<file path="config.mk">
export PLATFORM = sky130hd
export DESIGN_NAME = disp_sr_rx
export DESIGN_NICKNAME = d
export VERILOG_FILES = /design/src/rtl/disp_sr_rx.sv
export SDC_FILE = /design/constraint.sdc
export NUM_CORES = 1
export LEC_CHECK = 0
export BUFFER_PORTS_ARGS = -buffer_cell sky130_fd_sc_hd__buf_4
export CORE_MARGIN = 3
export CORE_UTILIZATION = 40
export CTS_BUF_LIST = sky130_fd_sc_hd__clkbuf_16
export CTS_CLUSTER_DIAMETER = 150
export DETAILED_ROUTE_END_ITERATION = 8
export GPL_TIMING_DRIVEN = 0
export PLACE_DENSITY = 0.58
export SLEW_MARGIN = 20
export SYNTH_ARGS = -nofsm -noshare
export SYNTH_HDL_FRONTEND = slang
export SYNTH_SLANG_ARGS = --single-unit
export TNS_END_PERCENT = 10
</file>
<file path="constraint.sdc">
create_clock -name clk -period 14.8 [get_ports clk]
set_input_delay 0.74 -clock clk [delete_from_list [all_inputs] [get_ports clk]]
set_output_delay 0.74 -clock clk [all_outputs]
set_load 0.005 [all_outputs]
</file>
<file path="src/rtl/disp_sr_rx.sv">
// disp_sr_rx: deserializes the disp_sclk/disp_sin/disp_lat display stream into a parallel frame with bit-count and protocol checks.
module disp_sr_rx #(
  parameter int WIDTH       = 256,
  parameter int SYNC_STAGES = 2,
  parameter int CNT_W       = 9
) (
  input  logic             clk,
  input  logic             rst,
  input  logic             disp_sclk,
  input  logic             disp_lat,
  input  logic             disp_sin,
  output logic [WIDTH-1:0] rx_data,
  output logic             rx_valid,
  output logic             rx_err,
  output logic [15:0]      rx_frames,
  output logic             proto_err
);
  typedef enum logic [1:0] {IDLE, SHIFT, HOLD} state_t;
  state_t state_q, state_d;
  logic [SYNC_STAGES-1:0] sclk_sync_q, lat_sync_q, sin_sync_q;
  logic sclk_prev_q, lat_prev_q;
  logic sclk_s, lat_s, sin_s, sclk_rise, lat_rise, lat_fall;
  logic shift_en, latch_en, proto_set;
  logic lat_pend_q, rx_valid_q, rx_err_q, proto_q;
  logic [WIDTH-1:0] sr_q, rx_data_q;
  logic [CNT_W-1:0] cnt_q;
  logic [15:0] rx_frames_q;
  assign sclk_s    = sclk_sync_q[SYNC_STAGES-1];
  assign lat_s     = lat_sync_q[SYNC_STAGES-1];
  assign sin_s     = sin_sync_q[SYNC_STAGES-1];
  assign sclk_rise = sclk_s & ~sclk_prev_q;
  assign lat_rise  = lat_s & ~lat_prev_q;
  assign lat_fall  = ~lat_s & lat_prev_q;
  // sin is taken from the same sync stage as sclk so data stays aligned to its clock edge
  always_ff @(posedge clk or posedge rst) begin
    if (rst) begin
      sclk_sync_q <= '0;
      lat_sync_q  <= '0;
      sin_sync_q  <= '0;
      sclk_prev_q <= 1'b0;
      lat_prev_q  <= 1'b0;
    end else begin
      sclk_sync_q <= {sclk_sync_q[SYNC_STAGES-2:0], disp_sclk};
      lat_sync_q  <= {lat_sync_q[SYNC_STAGES-2:0], disp_lat};
      sin_sync_q  <= {sin_sync_q[SYNC_STAGES-2:0], disp_sin};
      sclk_prev_q <= sclk_s;
      lat_prev_q  <= lat_s;
    end
  end
  always_ff @(posedge clk or posedge rst) begin
    if (rst) state_q <= IDLE;
    else     state_q <= state_d;
  end
  always_comb begin
    state_d = (state_q == HOLD) ? (lat_fall ? IDLE : HOLD) :
              lat_rise          ? HOLD :
              sclk_rise         ? SHIFT : state_q;
  end
  always_comb begin
    shift_en  = sclk_rise & (state_q != HOLD);
    latch_en  = lat_rise & (state_q != HOLD);
    proto_set = sclk_rise & (state_q == HOLD);
  end
  // the latch fires one cycle after the rise is seen, so a coincident shift is included
  always_ff @(posedge clk or posedge rst) begin
    if (rst) begin
      sr_q        <= '0;
      cnt_q       <= '0;
      lat_pend_q  <= 1'b0;
      rx_data_q   <= '0;
      rx_valid_q  <= 1'b0;
      rx_err_q    <= 1'b0;
      rx_frames_q <= '0;
      proto_q     <= 1'b0;
    end else begin
      lat_pend_q <= latch_en;
      rx_valid_q <= lat_pend_q;
      if (proto_set) proto_q <= 1'b1;
      if (shift_en) sr_q <= {sr_q[WIDTH-2:0], sin_s};
      if (lat_pend_q) begin
        rx_data_q   <= sr_q;
        rx_err_q    <= (cnt_q != CNT_W'(WIDTH));
        rx_frames_q <= rx_frames_q + 16'd1;
        cnt_q       <= '0;
      end else if (shift_en && cnt_q != '1) begin
        cnt_q <= cnt_q + CNT_W'(1);
      end
    end
  end
  assign rx_data   = rx_data_q;
  assign rx_valid  = rx_valid_q;
  assign rx_err    = rx_err_q;
  assign rx_frames = rx_frames_q;
  assign proto_err = proto_q;
endmodule

</file>
==> impl_metrics.env, run 1 <==
export IMPL_outcome="complete, no violations"
export IMPL_globalplace_congestion=0.720
export IMPL_reg2reg_depth=7
export IMPL_synth_nets=1240
export IMPL_htreeDepth=2
export IMPL_clockBufferDepth=3
export IMPL_place_inst=2217
export IMPL_drc=0
export IMPL_insertion_delay_ps=600
export IMPL_ys_types=34
export IMPL_timing_hold_ws_ps=149
export IMPL_clkSlewWorstSetupHoldPaths_ps=60
export IMPL_synth_seq_cells=551
export IMPL_worst_r2r_endpoint="cnt_q[7]"
export IMPL_power_leakage_nw=14.4
export IMPL_syn_to_final_growth_pct=23.4
export IMPL_dp_hpwl_um=29100
export IMPL_cts_tree="built"
export IMPL_syn_avg_cell_area_um2=17.6
export IMPL_maxSlewViolCount=0
export IMPL_ys_warn_count=0
export IMPL_r2r_start="cnt_q[0]"
export IMPL_worst_pin_slew_ps=444
export IMPL_synth_area_mm2=0.0217
export IMPL_finalWirelength_um=42800
export IMPL_overflow=0
export IMPL_period_share_pct=14.1
export IMPL_vdd_drop_max_uv=93.1
export IMPL_postSynthCellCount=1231
export IMPL_cts_resized=0
export IMPL_cap_viol_max_count=0
export IMPL_cp_max_fo=6
export IMPL_synth_simple_gate_area_share_pct=1.64
export IMPL_cts_hold_buffers_added=0
export IMPL_r2r_setup_slack_ps=12710
export IMPL_totalNegativeSetupSlack_ps=0
export IMPL_synthMuxAreaShare_pct=31.1
export IMPL_drive_above_1_share_pct=58.6
export IMPL_cts_setup_buffers=0
export IMPL_viasPerCell=4.81
export IMPL_ant_nets=0
export IMPL_numClockSinks=551
export IMPL_grt_max_degree=35
export IMPL_antenna_found_initial=0
export IMPL_power_density_mw_per_mm2=119
export IMPL_yosysSeqAreaShare_pct=63.7
export IMPL_num_rows=84
export IMPL_dr_pass1_iters=4
export IMPL_critPathCaptureType="flip-flop"
export IMPL_synth_fa_ha_area_share_pct=0.231
export IMPL_hold_class="in2async"
export IMPL_final_hold_viol_count=0
export IMPL_regArea_mm2=0.0138
export IMPL_rsz0062_at_grt="false"
export IMPL_synthXorXnorAreaFrac_pct=0.607
export IMPL_synth_compound_area_share_pct=0.381
export IMPL_critPathKind="reg2reg"
export IMPL_period_minus_slack_ps=2090
export IMPL_io_buffers=279
export IMPL_multi_input_area_mm2=0.00736
export IMPL_clock_skew_ps=16.1
export IMPL_grt_usage_pct=15.1
export IMPL_wire_per_inst_um=18.4
export IMPL_core_area_mm2=0.0531
export IMPL_critPathLaunchType="flip-flop"
export IMPL_setup_viol_count_final=0
export IMPL_synth_top_family_by_area="multiplexers"
export IMPL_cts_made_buffers=58
export IMPL_fin_cells=2324
export IMPL_die_x_um=239
export IMPL_die_area_mm2=0.0570
export IMPL_finalWorstSetupSlack_ps=12710
export IMPL_fill_cells=4567
export IMPL_start_util_pct=40.8
export IMPL_grt_pass1_vias=11958
export IMPL_slew_limit_headroom_pct=70.3
export IMPL_crit_arrival_ps=2580
export IMPL_diodes=0
export IMPL_drt_iter0_markers=402
export IMPL_required_ps=15290
export IMPL_vias=11168
export IMPL_grt_pass1_wl_um=69400
export IMPL_place_ws_ps=12360
export IMPL_dieHeight_um=239
export IMPL_cts_root_buf="clkbuf_16"
export IMPL_final_net_count=1598
export IMPL_io_pins=280
export IMPL_fmax_mhz=478
## worst max path at each step
stage	to	slack [ps]	depth (start not counted)	start
floorplan	cnt_q[0]	6560	1	rst
global placement	rx_data[102]	3450	2	rst
detailed placement	rx_data[21]	12360	8	rst
CTS	cnt_q[7]	12730	7	cnt_q[0]
global route	cnt_q[7]	12590	7	cnt_q[0]
finish	cnt_q[7]	12710	7	cnt_q[0]
## final cells by class
class                           instances  area share (%)
Sequential cell                       551            51.6
Multi-Input combinational cell        612            27.5
Timing Repair Buffer                  298            9.29
Clock buffer                           61            5.71
Tap cell                              688            3.22
Buffer                                 61            1.79
Clock inverter                         46           0.735
Inverter                                7           0.112
## Yosys cell counts
cell | n | area share, %
clkbuf_1 | 1 | 0.017
a22o_1 | 1 | 0.040
inv_1 | 7 | 0.12
nor3_1 | 5 | 0.12
nand3b_1 | 1 | 0.035
nor2_1 | 11 | 0.19
buf_2 | 32 | 0.74
xor2_1 | 10 | 0.40
dfrtp_1 | 551 | 64
nand2_2 | 1 | 0.029
mux2_4 | 240 | 17
nor4b_1 | 1 | 0.040
nand4_2 | 2 | 0.12
mux2_2 | 278 | 14
and3_1 | 1 | 0.029
nand2b_1 | 1 | 0.029
a21o_2 | 1 | 0.040
a2bb2oi_1 | 1 | 0.040
nand3_1 | 6 | 0.14
o31ai_1 | 4 | 0.14
mux2i_1 | 1 | 0.046
or4_1 | 1 | 0.035
xnor2_1 | 5 | 0.20
a31oi_1 | 1 | 0.029
nand4_1 | 8 | 0.23
nand2_1 | 7 | 0.12
and2b_2 | 1 | 0.040
ha_1 | 4 | 0.23
buf_6 | 28 | 1.5
a21oi_1 | 4 | 0.092
nand2b_2 | 1 | 0.040
nor4_1 | 8 | 0.23
nand4b_1 | 1 | 0.040
nor2b_1 | 6 | 0.17
## kinds of logic after synthesis
group / Yosys count
flops: 551
mux: 519
buf+inv: 68
simple gates: 62
xor+xnor: 15
compound gates: 12
fa+ha+maj: 4
## placed cells by master (no fill, tap or decap), drive strengths merged
cell type and n:
dfrtp 551, mux2 518, buf 358, clkbuf 62, clkinv 32, inv 18
nor2 11, xor2 10, nand4 10, nor4 8, nand2 8, nand3 6
nor2b 6, nor3 5, xnor2 5, o31ai 4, a21oi 4, ha 4
clkinvlp 3, nand2b 2, and2b 1, and3 1, a21o 1, a31oi 1
mux2i 1, a22o 1, a2bb2oi 1, nand4b 1, or4 1, nand3b 1
nor4b 1
## routing by layer
metal  vias up  GRT usage (%)  wire (um)
met1      5803           20.9      19500
met4         0           4.84        990
met2       222           23.1      19600
met3        62           4.49       2650
met5         -              0          0
li1       5081              -          -
## stage by stage
stage	util [%]	total power [mW]	cell area (um2)
2_1_floorplan	-	1.78	21700
3_3_place_gp	46.4	1.87	24600
3_5_place_dp	47.1	1.89	25000
5_1_grt	50.4	3.32	26700
4_1_cts	50.4	3.24	26700
6_report	50.4	3.18	26700
## state kept, by name, summed over array words and instances (netlist names)
name and flops:
cnt_q 9, sin_sync_q 2, sr_q 256, lat_pend_q 1, state_q 2, proto_err 1
rx_err 1, rx_data 256, lat_sync_q 2, lat_prev_q 1, sclk_sync_q 2, rx_valid 1
sclk_prev_q 1, rx_frames 16
## report_power, final
group / switching, mW / internal (mW)
combinational: 0.136 / 0.133
clock: 0.591 / 0.736
sequential: 0.0372 / 1.55
## critical path, cell delays in order (launching register included)
cell and delay [ps]:
dfrtp_1 410, ha_1 250, nand3_1 100, nor2_1 40, ha_1 240, nand4b_1 290, nor4_1 270, mux2_2 380
Power figures use the tool's default switching activity.
==> inputs of run 2 (changes only) <==
Settings changed: PLACE_DENSITY 0.58 to 0.56.
Clock period 14.8 ns to 1.95 ns, I/O delays scaled along.
==> impl_metrics.env, run 2 (synthesis results as in run 1) <==
export IMPL_outcome="complete, no violations"
export IMPL_p_seq_share_pct=49.9
export IMPL_grt_max_degree=36
export IMPL_crit_path_cell_trace="ha_2 -> nand3_2 -> nor2_2 -> ha_2 -> nand4b_1 -> buf_4 -> or4_4 -> a21oi_2"
export IMPL_io_pins=280
export IMPL_worstSetupStartpoint="cnt_q[1]"
export IMPL_maxSlewViolCount=0
export IMPL_period_share_pct=98.7
export IMPL_clkSlewWorstSetupHoldPaths_ps=60
export IMPL_wire_per_inst_um=18.5
export IMPL_r2r_start="cnt_q[1]"
export IMPL_die_area_mm2=0.0570
export IMPL_switching_power_mw=5.73
export IMPL_drc=0
export IMPL_mostFrequentLayoutCell="dfrtp_1"
export IMPL_dieHeight_um=239
export IMPL_cp_slowest_cell="or4_4"
export IMPL_finalWirelength_um=43100
export IMPL_cp_max_fo=3
export IMPL_clock_skew_ps=21.6
export IMPL_timing_hold_ws_ps=90.7
export IMPL_drive_above_1_share_pct=59.0
export IMPL_globalplace_congestion=0.726
export IMPL_cap_viol_max_count=0
export IMPL_antenna_found_initial=0
export IMPL_critPathKind="reg2reg"
export IMPL_numClockSinks=551
export IMPL_slew_limit_headroom_pct=61.4
export IMPL_final_hold_viol_count=0
export IMPL_cts_root_buf="clkbuf_16"
export IMPL_dr_pass1_iters=4
export IMPL_cts_tree="built"
export IMPL_finalWorstSetupSlack_ps=26.3
export IMPL_internal_power_mw=18.3
export IMPL_fill_cells=4472
export IMPL_hold_class="in2async"
export IMPL_diodes=0
export IMPL_cpPeakStageDelay_ps=410
export IMPL_start_util_pct=40.8
export IMPL_insertion_delay_ps=600
export IMPL_rsz0062_at_grt="true"
export IMPL_required_ps=2480
export IMPL_grt_pass1_vias=11952
export IMPL_grt_pass1_wl_um=69400
export IMPL_vias=11216
export IMPL_power_leakage_nw=14.5
export IMPL_critPathLaunchType="flip-flop"
export IMPL_period_minus_slack_ps=1920
export IMPL_switching_share_pct=23.8
export IMPL_clockBufferDepth=3
export IMPL_die_x_um=239
export IMPL_cts_made_buffers=58
export IMPL_num_rows=84
export IMPL_worst_pin_slew_ps=579
export IMPL_power_density_mw_per_mm2=895
export IMPL_critPathCaptureType="flip-flop"
export IMPL_core_area_mm2=0.0531
export IMPL_overflow=0
export IMPL_place_ws_ps=-66.1
export IMPL_drt_iter0_markers=342
export IMPL_final_net_count=1610
export IMPL_mostFrequentLayoutCells="551 x dfrtp_1, 286 x buf_4, 277 x mux2_2, 241 x mux2_4, 59 x clkbuf_16"
export IMPL_fmax_mhz=520
export IMPL_grt_usage_pct=15.2
export IMPL_totalNegativeSetupSlack_ps=0
export IMPL_dp_hpwl_um=29600
export IMPL_vdd_drop_max_uv=596
export IMPL_ant_nets=0
export IMPL_viasPerCell=4.80
export IMPL_p_comb_share_pct=8.8
export IMPL_syn_to_final_growth_pct=24.2
export IMPL_io_buffers=279
export IMPL_htreeDepth=2
export IMPL_total_power_mw=24.1
export IMPL_pwr_share_clk_pct=41.4
export IMPL_cp_top_family="simple AND/OR/NAND/NOR gates"
export IMPL_crit_buf_inv=1
export IMPL_setup_viol_count_final=0
export IMPL_crit_arrival_ps=2450
export IMPL_cpMostUsedCell="ha_2"
[run 2: cell types whose count changed in the layout (fill, tap and decap cells not counted), moves of 3 or more]
cell,before,now
inv_1,18,26
buf_4,279,286
clkinv_1,19,14
buf_16,1,5
dlygate4sd3_1,0,4
buf_12,18,15
[run 2: final cells by class]
type                    count  area [um2]  area share (%)
well taps                 688         861            3.20
inverters                   7        30.0           0.112
clock buffers              59        1480            5.49
repair buffers            310        2630            9.76
multi-input cells         612        7410            27.6
flip-flops and latches    551       13800            51.3
plain buffers              61         479            1.78
clock inverters            47         221           0.823
[run 2: power groups by stage]
stage	Combinational (mW)	Clock, mW	Sequential (mW)
4_1_cts	2.16	10.3	12.0
2_1_floorplan	1.35	0	12.2
3_5_place_dp	2.11	0	12.2
3_3_place_gp	1.99	0	12.2
6_report	2.11	9.95	12.0
5_1_grt	2.32	10.8	12.0
[run 2: routing by layer]
layer | vias to the layer above | global-route usage (%) | part of all wire, %
met5 | - | 0 | 0
met4 | 0 | 4.38 | 2.2
met1 | 5858 | 21.2 | 46
li1 | 5086 | - | -
met2 | 207 | 23.4 | 46
met3 | 65 | 4.29 | 5.9
[run 2: through the flow]
step / utilization (%) / instance area (um2) / cells
6_report: 50.7 / 26900 / 2335
5_1_grt: 50.7 / 26900 / 2335
4_1_cts: 50.6 / 26800 / 2331
3_5_place_dp: 47.2 / 25100 / 2218
3_3_place_gp: 46.4 / 24600 / 2198
2_1_floorplan: - / 21700 / 1231
[run 2: what timing repair did]
action / in CTS / in global routing
hold endpoints to repair: 154 / 0
gates resized for setup: 5 / 6
pin swaps: 1 / 4
hold buffers: 4 / 0
buffers inserted: 3 / 4
setup endpoints to repair: 5 / 5
[run 2: worst paths after layout]
kind                                  end  slack (ps)  depth (start not counted)
setup / recovery                 cnt_q[3]          30                          8
hold / removal               rx_data[190]          90                          3
setup reg to reg                 cnt_q[3]          30                          8
hold reg to reg            sclk_sync_q[1]         340                          0
max in group asynchronous     rx_data[90]         450                          8
min in group clk           sclk_sync_q[0]         160                          2
[run 2: worst reg2reg max path, cell delays in order, from the launching register on]
cell and delay, ps:
dfrtp_1 400, ha_2 210, nand3_2 80, nor2_2 30
ha_2 190, nand4b_1 210, buf_4 190, or4_4 410
a21oi_2 120
==> inputs of run 3 (changes only) <==
Settings changed: PLACE_DENSITY 0.56 to not set.
==> impl_metrics.env, run 3 (synthesis results as in run 1) <==
export IMPL_final_hold_viol_count=0
export IMPL_power_density_mw_per_mm2=947
export IMPL_cts_root_buf="clkbuf_16"
export IMPL_dr_pass1_iters=4
export IMPL_fin_cells=2332
export IMPL_globalplace_congestion=0.762
export IMPL_grt_usage_pct=15.2
export IMPL_setup_viol_count_final=0
export IMPL_r2r_setup_slack_ps=40
export IMPL_dp_hpwl_um=29200
export IMPL_io_buffers=279
export IMPL_grt_pass1_wl_um=70100
export IMPL_clock_skew_ps=14.8
export IMPL_wire_per_inst_um=18.3
export IMPL_fmax_mhz=523
export IMPL_ant_nets=0
export IMPL_critPathLaunchType="flip-flop"
export IMPL_place_ws_ps=-80.7
export IMPL_cts_tree="built"
export IMPL_design_area_mm2=0.0271
export IMPL_cp_max_fo=4
export IMPL_grt_use_met2_pct=23.1
export IMPL_vias=11331
export IMPL_grt_pass1_vias=12275
export IMPL_finalWorstSetupSlack_ps=37.8
export IMPL_core_area_mm2=0.0531
export IMPL_mostFrequentLayoutCells="550 x dfrtp_1, 285 x buf_4, 278 x mux2_2, 240 x mux2_4, 59 x clkbuf_16"
export IMPL_insertion_delay_ps=600
export IMPL_drc=0
export IMPL_crit_arrival_ps=2390
export IMPL_use_met3_pct=4.25
export IMPL_place_inst=2216
export IMPL_final_net_count=1606
export IMPL_power_leakage_nw=14.6
export IMPL_drt_iter0_markers=435
export IMPL_syn_to_final_growth_pct=25.2
export IMPL_clkSlewWorstSetupHoldPaths_ps=60
export IMPL_viasPerCell=4.86
export IMPL_mostFrequentLayoutCell="dfrtp_1"
export IMPL_finalWirelength_um=42800
export IMPL_critPathCaptureType="flip-flop"
export IMPL_dieHeight_um=239
export IMPL_cts_made_buffers=57
export IMPL_grt_busiest_layer="met2"
export IMPL_period_share_pct=98.1
export IMPL_worst_pin_slew_ps=555
export IMPL_drive_above_1_share_pct=59.7
export IMPL_slew_limit_headroom_pct=63.0
export IMPL_numClockSinks=551
export IMPL_period_minus_slack_ps=1910
export IMPL_hold_class="in2async"
export IMPL_overflow=0
export IMPL_met1_usage_pct=21.4
export IMPL_maxSlewViolCount=0
export IMPL_start_util_pct=40.8
export IMPL_vdd_drop_max_uv=651
export IMPL_fill_cells=4447
export IMPL_cap_viol_max_count=0
export IMPL_rsz0062_at_grt="true"
export IMPL_critPathKind="reg2reg"
export IMPL_die_x_um=239
export IMPL_clockBufferDepth=3
export IMPL_diodes=0
export IMPL_htreeDepth=2
export IMPL_die_area_mm2=0.0570
export IMPL_postPlaceCellArea_mm2=0.0250
export IMPL_num_rows=84
export IMPL_outcome="complete, no violations"
export IMPL_required_ps=2430
export IMPL_antenna_found_initial=0
export IMPL_grt_max_degree=36
export IMPL_io_pins=280
## run 3: critical path, cell delays in order (launching register included)
cell and delay, ps:
dfrtp_1 400, ha_2 220, nand3_2 80, nor2_2 30
ha_2 170, nand4b_1 300, nor4_2 240, mux2_2 360
## run 3: layer usage
metal	up-vias	wire [um]
met5	-	0
met4	0	920
met3	62	2580
met2	220	19700
met1	5948	19500
li1	5101	-
## run 3: per-stage QoR
| stage | TNS, ps | hold slack (ps) | power, mW | utilization [%] |
|---|---|---|---|---|
| floorplan | -3110580 | 129 | 13.5 | - |
| global placement | -4764710 | 213 | 14.2 | 46.4 |
| detailed placement | -185 | 127 | 14.3 | 47.1 |
| CTS | 0 | 31.3 | 26.1 | 51.0 |
| global route | -128 | 57.1 | 26.8 | 51.1 |
| finish | 0 | 67.3 | 25.7 | 51.1 |
## run 3: cell type report
type / instances / area, um2 / area share (%)
timing repair buffer: 307 / 2550 / 9.40
multi-input combinational: 612 / 7390 / 27.3
inverter: 7 / 30.0 / 0.111
buffer: 61 / 479 / 1.77
clock buffer: 59 / 1480 / 5.45
clock inverter: 47 / 536 / 1.98
sequential: 551 / 13800 / 50.9
tap: 688 / 861 / 3.18
## run 3: repair_timing
action,in CTS,in global routing
buffers inserted,3,3
endpoints found under the hold margin,103,0
pin swaps,2,1
endpoints found under the setup margin,4,4
resized for setup,5,2
hold buffers,4,0
## run 3: worst paths after layout
| kind | startpoint | endpoint | cells after the start |
|---|---|---|---|
| max reg2reg | cnt_q[1] | cnt_q[5] | 7 |
| max in group asynchronous | rst | rx_data[127] | 8 |
| min in group clk | disp_lat | lat_sync_q[0] | 2 |
| max | cnt_q[1] | cnt_q[5] | 7 |
| min | rst | rx_data[237] | 3 |
| min reg2reg | sclk_sync_q[0] | sclk_sync_q[1] | 0 |
## run 3: power breakdown
part	switching, mW	internal, mW	leakage, nW
logic	1.05	1.04	5.94
registers	0.276	11.7	7.63
clock network	4.49	7.06	1.02
